===== config.mk =====
export PLATFORM = sky130hd
export DESIGN_NAME = instr_seq_ctrl
export DESIGN_NICKNAME = d
export VERILOG_FILES = /design/src/rtl/instr_seq_ctrl.sv
export SDC_FILE = /design/constraint.sdc
export NUM_CORES = 1
export LEC_CHECK = 0
export BUFFER_PORTS_ARGS = -buffer_cell sky130_fd_sc_hd__buf_2
export CORE_MARGIN = 8
export CORE_UTILIZATION = 46
export DETAILED_ROUTE_END_ITERATION = 7
export GPL_TIMING_DRIVEN = 0
export PLACE_DENSITY_LB_ADDON = 0.1
export SYNTH_ARGS = -nofsm -noshare
export SYNTH_HDL_FRONTEND = slang
export SYNTH_SLANG_ARGS = --single-unit

===== constraint.sdc =====
create_clock -name clk -period 2.3 [get_ports clk]
set_clock_uncertainty 0.2 [all_clocks]
set_input_delay 0.115 -clock clk [delete_from_list [all_inputs] [get_ports clk]]
set_output_delay 0.115 -clock clk [all_outputs]
set_load 0.01 [all_outputs]

===== src/rtl/instr_seq_ctrl.sv =====
// Instruction sequencer: fetches a one- or two-byte instruction, decodes it
// and strobes register file, ALU and PC controls cycle by cycle.
module instr_seq_ctrl (
  input  logic       clk,
  input  logic       clr,
  input  logic       start,
  input  logic       step_mode,
  input  logic [7:0] instr,
  input  logic       flag_z,
  output logic       mem_rd,
  output logic [1:0] RA,
  output logic       rd,
  output logic       wr,
  output logic [1:0] res_dest,
  output logic [2:0] alu_op,
  output logic       imm_sel,
  output logic [1:0] pc_M,
  output logic [7:0] pc_data,
  output logic [7:0] ir,
  output logic [7:0] operand,
  output logic       busy,
  output logic       halted,
  output logic       illegal,
  output logic [2:0] state
);

  typedef enum logic [2:0] {
    S_IDLE   = 3'd0,
    S_FETCH  = 3'd1,
    S_DECODE = 3'd2,
    S_FETCH2 = 3'd3,
    S_EXEC   = 3'd4,
    S_WB     = 3'd5,
    S_HALT   = 3'd6
  } state_t;

  localparam logic [3:0] OP_NOP  = 4'h0;
  localparam logic [3:0] OP_MOV  = 4'h1;
  localparam logic [3:0] OP_OR   = 4'h5;
  localparam logic [3:0] OP_LDI  = 4'h6;
  localparam logic [3:0] OP_JMP  = 4'h7;
  localparam logic [3:0] OP_JZ   = 4'h8;
  localparam logic [3:0] OP_HALT = 4'hF;

  state_t     cur, nxt, after;
  logic [3:0] opcode;
  logic       is_alu;

  assign opcode = ir[7:4];
  assign is_alu = (opcode >= OP_MOV) && (opcode <= OP_OR);
  // Where an instruction goes when it retires: stop after it in step mode.
  assign after  = step_mode ? S_IDLE : S_FETCH;
  assign state  = cur;

  // State register; clr drops straight back to IDLE so no strobe survives it.
  always_ff @(posedge clk or posedge clr) begin
    if (clr) cur <= S_IDLE;
    else     cur <= nxt;
  end

  // Latch the opcode byte in FETCH and the second byte in FETCH2.
  always_ff @(posedge clk or posedge clr) begin
    if (clr) begin
      ir      <= '0;
      operand <= '0;
    end else begin
      if (cur == S_FETCH)  ir      <= instr;
      if (cur == S_FETCH2) operand <= instr;
    end
  end

  // Next-state sequencing.
  always_comb begin
    nxt = cur;
    case (cur)
      S_IDLE:   nxt = start ? S_FETCH : S_IDLE;
      S_FETCH:  nxt = S_DECODE;
      S_DECODE: begin
        if (opcode == OP_LDI || opcode == OP_JMP || opcode == OP_JZ) nxt = S_FETCH2;
        else if (opcode == OP_HALT)                                 nxt = S_HALT;
        else if (is_alu)                                            nxt = S_EXEC;
        else                                                        nxt = after; // NOP and illegal
      end
      S_FETCH2: nxt = S_EXEC;
      S_EXEC:   nxt = (is_alu || opcode == OP_LDI) ? S_WB : after;
      S_WB:     nxt = after;
      S_HALT:   nxt = S_HALT;
      default:  nxt = S_IDLE;
    endcase
  end

  // Per-state control strobes; anything not driven stays 0.
  always_comb begin
    mem_rd   = 1'b0;
    RA       = 2'b00;
    rd       = 1'b0;
    wr       = 1'b0;
    res_dest = 2'b00;
    alu_op   = 3'd0;
    imm_sel  = 1'b0;
    pc_M     = 2'b00;
    pc_data  = 8'h00;
    busy     = 1'b0;
    halted   = 1'b0;
    illegal  = 1'b0;
    case (cur)
      S_FETCH, S_FETCH2: begin
        busy   = 1'b1;
        mem_rd = 1'b1;
        pc_M   = 2'b10;
      end
      S_DECODE: begin
        busy    = 1'b1;
        rd      = 1'b1;
        RA      = ir[1:0];
        illegal = (opcode > OP_JZ) && (opcode < OP_HALT);
      end
      S_EXEC: begin
        busy = 1'b1;
        if (is_alu) begin
          alu_op = 3'(opcode - OP_MOV);
          RA     = ir[1:0];
          rd     = 1'b1;
        end
        if (opcode == OP_JMP || (opcode == OP_JZ && flag_z)) begin
          pc_M    = 2'b01;
          pc_data = operand;
        end
      end
      S_WB: begin
        busy     = 1'b1;
        wr       = 1'b1;
        res_dest = ir[3:2];
        imm_sel  = (opcode == OP_LDI);
      end
      S_HALT:  halted = 1'b1;
      default: ;
    endcase
  end

  // NOP is decoded implicitly as "not anything else"; keep the name visible.
  logic unused_nop;
  assign unused_nop = (opcode == OP_NOP);

endmodule


==> flow_metrics.py, run 1 <==
metrics = {
    "grt": {
        "grt_overflow_total": 0,
        "grt_pass1_vias": 1185,
        "antenna_found_initial": 0,
        "grt_max_degree": 20,
        "track_usage_pct": 15.4,
        "grt_pass1_wl_um": 5490,
    },
    "timing": {
        "fin_setup_tns_ps": 0,
        "setup_slack_ps": 68.2,
        "fmax_mhz": 448,
        "rsz0062_at_grt": "true",
        "hold_viol_final": 0,
        "max_slew.worst_pin.slew_ps": 745,
        "slew_violations": 0,
        "slew_headroom_pct": 50.2,
        "whs_ps": 17.9,
        "period_needed_ps": 2230,
        "setup_viol": 0,
        "fin_crit_sh_pct": 97.0,
    },
    "clock_tree": {
        "clk_pin_slew_ps": 120,
        "cts_buffer_depth": 2,
        "htree_levels": 1,
        "tritoncts": "built",
        "cts_buffers": 3,
        "cts_root_buffer": "clkbuf_4",
        "clock-sinks": 19,
        "clock_latency_ps": 300,
    },
    "routing": {
        "avgRoutedWirePerCell_um": 16.4,
        "viasPerCell": 5.20,
        "first_pass_iters": 5,
        "drc": 0,
        "drt_iter0_drc": 108,
        "via_count": 1133,
        "final_antenna_net_count": 0,
        "wirelength_um": 3580,
    },
    "floorplanning": {
        "placementRows": 18,
        "coreArea_sq_mm": 0.00248,
        "start_util_pct": 48.3,
        "pin_count": 56,
        "die_area_sq_mm": 0.00449,
        "die_w_um": 67.0,
        "die_height_um": 67.0,
    },
    "logic_synthesis": {
        "yosysTopAreaCell": "dfrtp_1",
        "ys_types": 42,
        "ys_seq_elements": 19,
        "ys.flop_type": "dfrtp_1",
        "synth_top_cell_area_share_pct": 39.7,
        "synth_edf_count": 0,
        "yosys_warnings": 0,
        "syn_inst": 115,
        "syn_nets": 132,
        "syn_area_sq_mm": 0.00120,
        "syn_avg_cell_area_sq_um": 10.4,
        "async_reset_ff_share_pct": 100,
        "seq_area_frac_synth_pct": 39.7,
        "synthTopCellsByArea": "dfrtp_1 (40%), mux2_2 (10%), and2_1 (7.8%)",
    },
    "hold_path": {
        "min_path_type": "input pin to register",
    },
    "worst_setup_path": {
        "crit_required_ps": 1990,
        "critPathArrivalTime_ps": 1920,
        "endpoint_kind": "output pin",
        "crit_path_start_kind": "register",
        "path_class": "register to output pin",
        "critPathMaxFanout": 5,
    },
    "layout": {
        "n_antenna_cell": 0,
        "final_util_pct": 71.3,
        "mostFrequentLayoutCells": "buf_2 (49), dfrtp_1 (19), mux2_2 (11), buf_6 (10), dlygate4sd3_1 (10)",
        "final_common_cell": "buf_2",
        "area_growth_pct": 47.4,
        "fin_nets": 206,
        "drive_gt1_share_pct": 53.7,
    },
    "place": {
        "dp_hpwl_um": 2500,
        "post-place-ws_ps": 66.0,
        "port-buffer-count": 55,
        "gp_congestion": 0.838,
    },
    "pwr": {
        "p_leak_uw": 0.000882,
        "peakVddDrop_mv": 0.741,
        "p_per_area_mw_per_mm2": 1250,
    },
    "status": {
        "outcome": "finished, final reports clean",
    },
    "flow_run": {
        "cap_violations": 0,
    },
}
-- timing repair --
item                                   4_1_cts  5_1_grt
setup buffers                                4        1
endpoints found under the hold margin       36        0
setup endpoints to repair                   11       10
pin swaps                                    1        3
resized for setup                            4       21
cloned                                       0        0
hold buffers                                10        0
-- report_power, final --
part | total (uW) | switching, uW | internal [uW]
logic | 1410 | 756 | 656
clock network | 172 | 107 | 64.7
registers | 616 | 115 | 500
total | 2200 | 979 | 1220
-- per-stage QoR --
step / area (sq um) / total power, uW / std cells
2_1_floorplan: 1200 / 1490 / 115
3_3_place_gp: 1510 / 1880 / 200
3_5_place_dp: 1510 / 1910 / 200
4_1_cts: 1680 / 2150 / 218
5_1_grt: 1770 / 2350 / 218
6_report: 1770 / 2200 / 218
-- path summary, 6_finish.rpt --
check,end,cells after the start,slack (ps),from
max reg2reg,state[2]$_DFF_PP0_,6,360,ir[4]$_DFFE_PP0P_
max in group asynchronous,operand[7]$_DFFE_PP0P_,3,1150,clr
max,pc_data[4],7,70,ir[4]$_DFFE_PP0P_
min reg2reg,ir[0]$_DFFE_PP0P_,1,320,ir[0]$_DFFE_PP0P_
min,state[0]$_DFF_PP0_,3,20,step_mode
min in group asynchronous,operand[1]$_DFFE_PP0P_,3,280,clr
-- per-layer routing --
| metal | vias up | global-route usage [%] | wire [um] |
|---|---|---|---|
| li1 | 548 | - | - |
| met1 | 535 | 18.1 | 1440 |
| met2 | 48 | 25.7 | 1840 |
| met3 | 2 | 4.70 | 285 |
| met4 | 0 | 5.22 | 15 |
| met5 | - | 0 | 0 |
-- cell usage after synthesis (all sizes together), types with 2 or more instances --
master   n
and3     2
nor4b    2
and2    15
nor2     5
buf      7
nand2    7
a31oi    3
inv      6
dfrtp   19
and2b    2
nand2b   2
mux2    13
o21ai    6
ha       4
nor2b    3
-- cell families (layout without fill, tap and decap cells) --
kind of cell	Yosys count	after routing	share of synthesized area (%)
simple gates	42	42	21.6
buf+inv	14	87	6.90
xor+xnor	1	1	0.732
flops	19	19	39.7
fa+ha+maj	4	4	4.18
mux	14	14	13.1
compound gates	21	21	13.8
-- layout make-up --
type,count,area [sq um]
fill,204,712
clock inverter,1,5.00
buffer,6,47.5
clock buffer,3,22.5
tap,30,37.5
multi-input combinational,82,687
timing repair buffer,70,463
inverter,7,27.5
sequential,19,475
-- state kept, by name (all words and copies together) (netlist names) --
register and count:
ir 8, operand 8, state 3
-- worst max-delay path, cell delays in order (launching register included) --
cell,delay (ps)
dfrtp_1,440
inv_2,120
ha_4,170
nand4_4,80
a2111oi_4,360
buf_4,200
and2_4,150
buf_6,100
Note: power is estimated with default switching activity, not from simulation.
==> inputs of run 2 (changes only) <==
- CORE_UTILIZATION: 46 -> 49
- clock period: 2.3 -> 2.68 ns (I/O delays scaled with it)
==> run 2 against run 1 <==
Compared with the run above: via count fell by 3.4%; worst setup slack improved by 120 ps; power fell by 19%; global-route usage rose by 0.52 points; critical path depth did not move; critical path type unchanged; sequential power fell by 15%; critical endpoint is now pc_data[0]; cell area fell by 7.2%; worst hold slack got worse by 3.9 ps; utilization fell by 2.7 points.
==> flow_metrics.py, run 2 (synthesized netlist as in run 1, its figures left out) <==
metrics = {
    "floorplanning": {
        "die_w_um": 65.4,
        "placementRows": 18,
        "start_util_pct": 50.2,
        "coreArea_sq_mm": 0.00239,
        "die_area_sq_mm": 0.00428,
        "pin_count": 56,
        "die_height_um": 65.4,
    },
    "layout": {
        "mostFrequentLayoutCells": "buf_2 (57), dfrtp_1 (19), and2_1 (15), mux2_2 (11), dlygate4sd3_1 (10)",
        "final_common_cell": "buf_2",
        "area_growth_pct": 36.8,
        "design_area_sq_mm": 0.00164,
        "fin_nets": 202,
        "drive_gt1_share_pct": 45.7,
        "final_util_pct": 68.6,
        "n_antenna_cell": 0,
    },
    "clock_tree": {
        "clock-sinks": 19,
        "postCtsSetupBuffers": 0,
        "cts_buffer_depth": 2,
        "cts_buffers": 3,
        "cts_root_buffer": "clkbuf_4",
        "tritoncts": "built",
        "clk_pin_slew_ps": 110,
        "htree_levels": 1,
        "clock_latency_ps": 290,
    },
    "pwr": {
        "pwr-share-clk_pct": 8.0,
        "peakVddDrop_mv": 0.694,
        "p_int_uw": 999,
        "p_leak_uw": 0.000851,
        "power_switching_uw": 788,
        "p_per_area_mw_per_mm2": 1090,
        "switching_share_pct": 44.1,
        "power_frac_seq_pct": 29.4,
        "finalPower_uw": 1790,
        "combPwrFrac_pct": 62.6,
    },
    "timing": {
        "rsz0062_at_grt": "false",
        "max_slew.worst_pin.slew_ps": 729,
        "setup_slack_ps": 186,
        "slew_violations": 0,
        "period_needed_ps": 2490,
        "fin_crit_sh_pct": 93.1,
        "hold_viol_final": 0,
        "setup_viol": 0,
        "slew_headroom_pct": 51.4,
        "fmax_mhz": 401,
        "fin_setup_tns_ps": 0,
    },
    "grt": {
        "antenna_found_initial": 0,
        "grt_pass1_wl_um": 5510,
        "grt_max_degree": 20,
        "grt_pass1_vias": 1185,
        "grt_overflow_total": 0,
        "track_usage_pct": 15.9,
    },
    "routing": {
        "first_pass_iters": 4,
        "viasPerCell": 5.12,
        "via_count": 1095,
        "drt_iter0_drc": 107,
        "avgRoutedWirePerCell_um": 15.3,
        "final_antenna_net_count": 0,
        "drc": 0,
        "wirelength_um": 3270,
    },
    "hold_path": {
        "min_path_type": "input pin to register",
    },
    "place": {
        "port-buffer-count": 55,
        "dp_hpwl_um": 2500,
        "post-place-ws_ps": 426,
        "dpl_cell_area_sq_mm": 0.00151,
        "gp_congestion": 0.810,
    },
    "flow_run": {
        "cap_violations": 0,
    },
    "worst_setup_path": {
        "max_stage_delay_ps": 530,
        "slowest_stage": "a2111oi_4",
        "crit_chain": "inv_1 > ha_1 > buf_4 > nand4_2 > a2111oi_4 > and2_1 > buf_2",
        "path_class": "register to output pin",
        "critPathArrivalTime_ps": 2160,
        "crit_path_start_kind": "register",
        "critPathMaxFanout": 10,
        "endpoint_kind": "output pin",
        "crit_family": "compound AO/OA/AOI/OAI gates",
        "crit_required_ps": 2350,
        "path_buf_inv": 3,
    },
    "status": {
        "outcome": "finished, final reports clean",
    },
}
run 2: final timing paths:
| check | from | endpoint | slack [ps] | cells past startpoint |
|---|---|---|---|---|
| worst max-delay path | ir[4]$_DFFE_PP0P_ | pc_data[0] | 190 | 7 |
| worst min-delay path | step_mode | state[0]$_DFF_PP0_ | 10 | 4 |
| worst max register to register | ir[4]$_DFFE_PP0P_ | state[2]$_DFF_PP0_ | 770 | 7 |
| worst min register to register | ir[0]$_DFFE_PP0P_ | ir[0]$_DFFE_PP0P_ | 330 | 1 |
| max in group asynchronous | clr | operand[0]$_DFFE_PP0P_ | 1510 | 3 |
| min in group asynchronous | clr | state[2]$_DFF_PP0_ | 300 | 3 |
run 2: layer usage:
| layer | up-vias | track usage, % | part of all wire [%] |
|---|---|---|---|
| met2 | 32 | 28.7 | 51 |
| met5 | - | 0 | 0 |
| li1 | 539 | - | - |
| met4 | 0 | 2.45 | 0.37 |
| met3 | 2 | 4.42 | 5.5 |
| met1 | 522 | 18.5 | 43 |
run 2: power groups by stage:
| stage | registers (uW) | clock network [uW] | logic (uW) |
|---|---|---|---|
| finish | 525 | 143 | 1120 |
| global route | 549 | 159 | 1230 |
| CTS | 526 | 147 | 1130 |
| detailed placement | 530 | 0 | 1120 |
| global placement | 519 | 0 | 1090 |
| floorplan | 589 | 0 | 688 |
run 2: per-stage QoR:
stage / hold slack, ps / instances
after floorplan: -115 / 115
after global placement: 81.4 / 200
after detailed placement: 92.8 / 200
after global routing: 20.5 / 214
after CTS: 9.58 / 214
final: 14.0 / 214
run 2: final cells by class:
| cell class | count | area [sq um] |
|---|---|---|
| plain buffers | 7 | 55.1 |
| clock buffers | 3 | 22.5 |
| clock inverters | 1 | 5.00 |
| fillers | 203 | 749 |
| inverters | 7 | 27.5 |
| multi-input cells | 82 | 639 |
| flip-flops and latches | 19 | 475 |
| well taps | 30 | 37.5 |
| repair buffers | 65 | 375 |
run 2: worst register-to-register path, stage by stage (launching register included):
cell      delay, ps
dfrtp_1         430
inv_1           110
ha_1            200
buf_4           170
nor4b_1         320
a31oi_1         110
a31oi_1         200
a211oi_1         70
run 2: repair_timing:
| action | CTS | global route |
|---|---|---|
| resized for setup | 0 | 0 |
| setup endpoints to repair | 0 | 8 |
| hold endpoints to repair | 36 | 0 |
| hold buffers | 10 | 0 |
==> inputs of run 3 (changes only) <==
- BUFFER_PORTS_ARGS: -buffer_cell sky130_fd_sc_hd__buf_2 -> not set
- CORE_UTILIZATION: 49 -> 65
- DONT_BUFFER_PORTS: not set -> 1
- MAX_ROUTING_LAYER: not set -> met4
- REMOVE_ABC_BUFFERS: not set -> 1
==> run 3 against run 2 <==
Compared with the run above: wire length fell by 1.9%; register-to-register slack got worse by 650 ps; non-clock buffer count down 60; critical path depth shrank 2; sequential cell count did not move; worst hold slack gained 170 ps; utilization is 10 points higher; critical endpoint is now pc_data[1]; first-iteration DRC count down 81%.
==> flow_metrics.py, run 3 (synthesized netlist as in run 1, its figures left out) <==
metrics = {
    "timing": {
        "max_slew.worst_pin.slew_ps": 811,
        "slew_headroom_pct": 45.8,
        "fin_crit_sh_pct": 96.8,
        "setup_viol": 0,
        "setup_slack_ps": 85.4,
        "slew_violations": 0,
        "period_needed_ps": 2590,
        "hold_viol_final": 0,
        "fmax_mhz": 385,
    },
    "layout": {
        "fin_nets": 143,
        "design_area_sq_mm": 0.00136,
        "final_cells": 150,
        "mostFrequentLayoutCells": "dfrtp_1 (18), dlygate4sd3_1 (12), mux2_2 (11), and2_1 (10), nand2_1 (6)",
        "drive_gt1_share_pct": 25.6,
        "multiInputGateArea_sq_um": 679,
        "fillers": 129,
        "area_growth_pct": 13.8,
        "final_common_cell": "dfrtp_1",
        "seqCellArea_sq_um": 477,
        "n_antenna_cell": 0,
    },
    "worst_setup_path": {
        "crit_chain": "inv_2 > ha_4 > nand4_2 > a2111oi_4 > and2_4",
        "crit_path_start_kind": "register",
        "critPathArrivalTime_ps": 2260,
        "path_class": "register to output pin",
        "endpoint_kind": "output pin",
        "crit_required_ps": 2350,
        "slowest_stage": "a2111oi_4",
        "critPathMaxFanout": 10,
        "ff2ff_path_depth": 5,
        "max_stage_delay_ps": 700,
    },
    "clock_tree": {
        "cts_root_buffer": "clkbuf_4",
        "clock-sinks": 19,
        "htree_levels": 1,
        "clock_latency_ps": 310,
        "tritoncts": "built",
        "cts_buffers": 3,
        "cts_buffer_depth": 2,
        "clk_pin_slew_ps": 120,
    },
    "pwr": {
        "finalPower_uw": 1620,
        "p_per_area_mw_per_mm2": 1190,
        "p_leak_uw": 0.000573,
        "peakVddDrop_mv": 0.739,
    },
    "floorplanning": {
        "die_w_um": 58.9,
        "start_util_pct": 69.3,
        "die_area_sq_mm": 0.00347,
        "coreArea_sq_mm": 0.00173,
        "die_height_um": 58.9,
        "pin_count": 56,
        "placementRows": 15,
    },
    "routing": {
        "drc": 0,
        "avgRoutedWirePerCell_um": 21.4,
        "final_antenna_net_count": 0,
        "first_pass_iters": 5,
        "drt_iter0_drc": 20,
        "viasPerCell": 6.25,
        "via_count": 937,
        "wirelength_um": 3210,
    },
    "place": {
        "gp_congestion": 0.926,
        "post-place-ws_ps": 246,
        "port-buffer-count": 0,
        "dp_hpwl_um": 2120,
        "dp_cells": 133,
        "dpl_cell_area_sq_mm": 0.00117,
    },
    "grt": {
        "antenna_found_initial": 0,
        "grt_pass1_wl_um": 4730,
        "grt_pass1_vias": 963,
        "track_usage_pct": 18.3,
        "grt_max_degree": 20,
        "grt_overflow_total": 0,
    },
    "flow_run": {
        "cap_violations": 0,
    },
    "hold_path": {
        "min_path_type": "input pin to async pin",
    },
    "status": {
        "outcome": "finished, final reports clean",
    },
}
## run 3: cell count changes in the layout (fill, tap and decap cells not counted), moves of 2 or more
cell | previous run | this run
buf_2 | 57 | 0
buf_4 | 3 | 0
inv_1 | 5 | 3
dlygate4sd3_1 | 10 | 12
and2_1 | 15 | 10
inv_2 | 1 | 3
and2_4 | 0 | 5
buf_6 | 2 | 0
## run 3: power by group
part	switching (uW)	internal, uW
clock	94.2	55.7
combinational	384	357
sequential	295	428
total	774	841
## run 3: layout make-up
| class | instances | share of cell area, % |
|---|---|---|
| sequential | 19 | 35.0 |
| tap | 25 | 2.30 |
| timing repair buffer | 12 | 8.82 |
| clock buffer | 3 | 1.65 |
| multi-input combinational | 83 | 49.9 |
| clock inverter | 1 | 0.367 |
| inverter | 7 | 2.02 |
## run 3: path summary, 6_finish.rpt
| check | slack (ps) | from | endpoint |
|---|---|---|---|
| worst min register to register | 420 | operand[5]$_DFFE_PP0P_ | operand[5]$_DFFE_PP0P_ |
| worst max-delay path | 90 | ir[4]$_DFFE_PP0P_ | pc_data[1] |
| worst min-delay path | 180 | clr | ir[0]$_DFFE_PP0P_ |
| max in group asynchronous | 1610 | clr | ir[5]$_DFFE_PP0P_ |
| worst max register to register | 120 | state[0]$_DFF_PP0_ | state[0]$_DFF_PP0_ |
| min in group clk | 320 | flag_z | pc_M[0] |
## run 3: metrics by stage
stage          util [%]  hold WS, ps  setup TNS (ps)
6_report           78.9          181               0
5_1_grt            78.9          248           -4.68
4_1_cts            77.5          206               0
3_5_place_dp       68.0        -16.6               0
3_3_place_gp       68.0        -40.1               0
2_1_floorplan         -         -115               0
## run 3: metal layers
layer	vias up	wire length [um]	part of all wire, %	global-route usage [%]
met5	-	0	0	-
met2	49	1720	54	34.4
met1	448	1120	35	17.1
met3	12	291	9.1	5.65
li1	428	-	-	-
met4	0	68	2.1	6.14
## run 3: what timing repair did
action / CTS / global route
pin swaps: 1 / 3
buffers inserted: 0 / 0
gates resized for setup: 1 / 9
hold buffers: 12 / 0
gates cloned: 1 / 0
hold endpoints to repair: 36 / 0
endpoints found under the setup margin: 8 / 5
## run 3: worst max-delay path: cells and delay by family (launching register included)
kind | cells | cell delay (ps)
compound gates | 1 | 700
fa+ha+maj | 1 | 200
buf+inv | 1 | 120
flops | 1 | 480
simple gates | 2 | 450
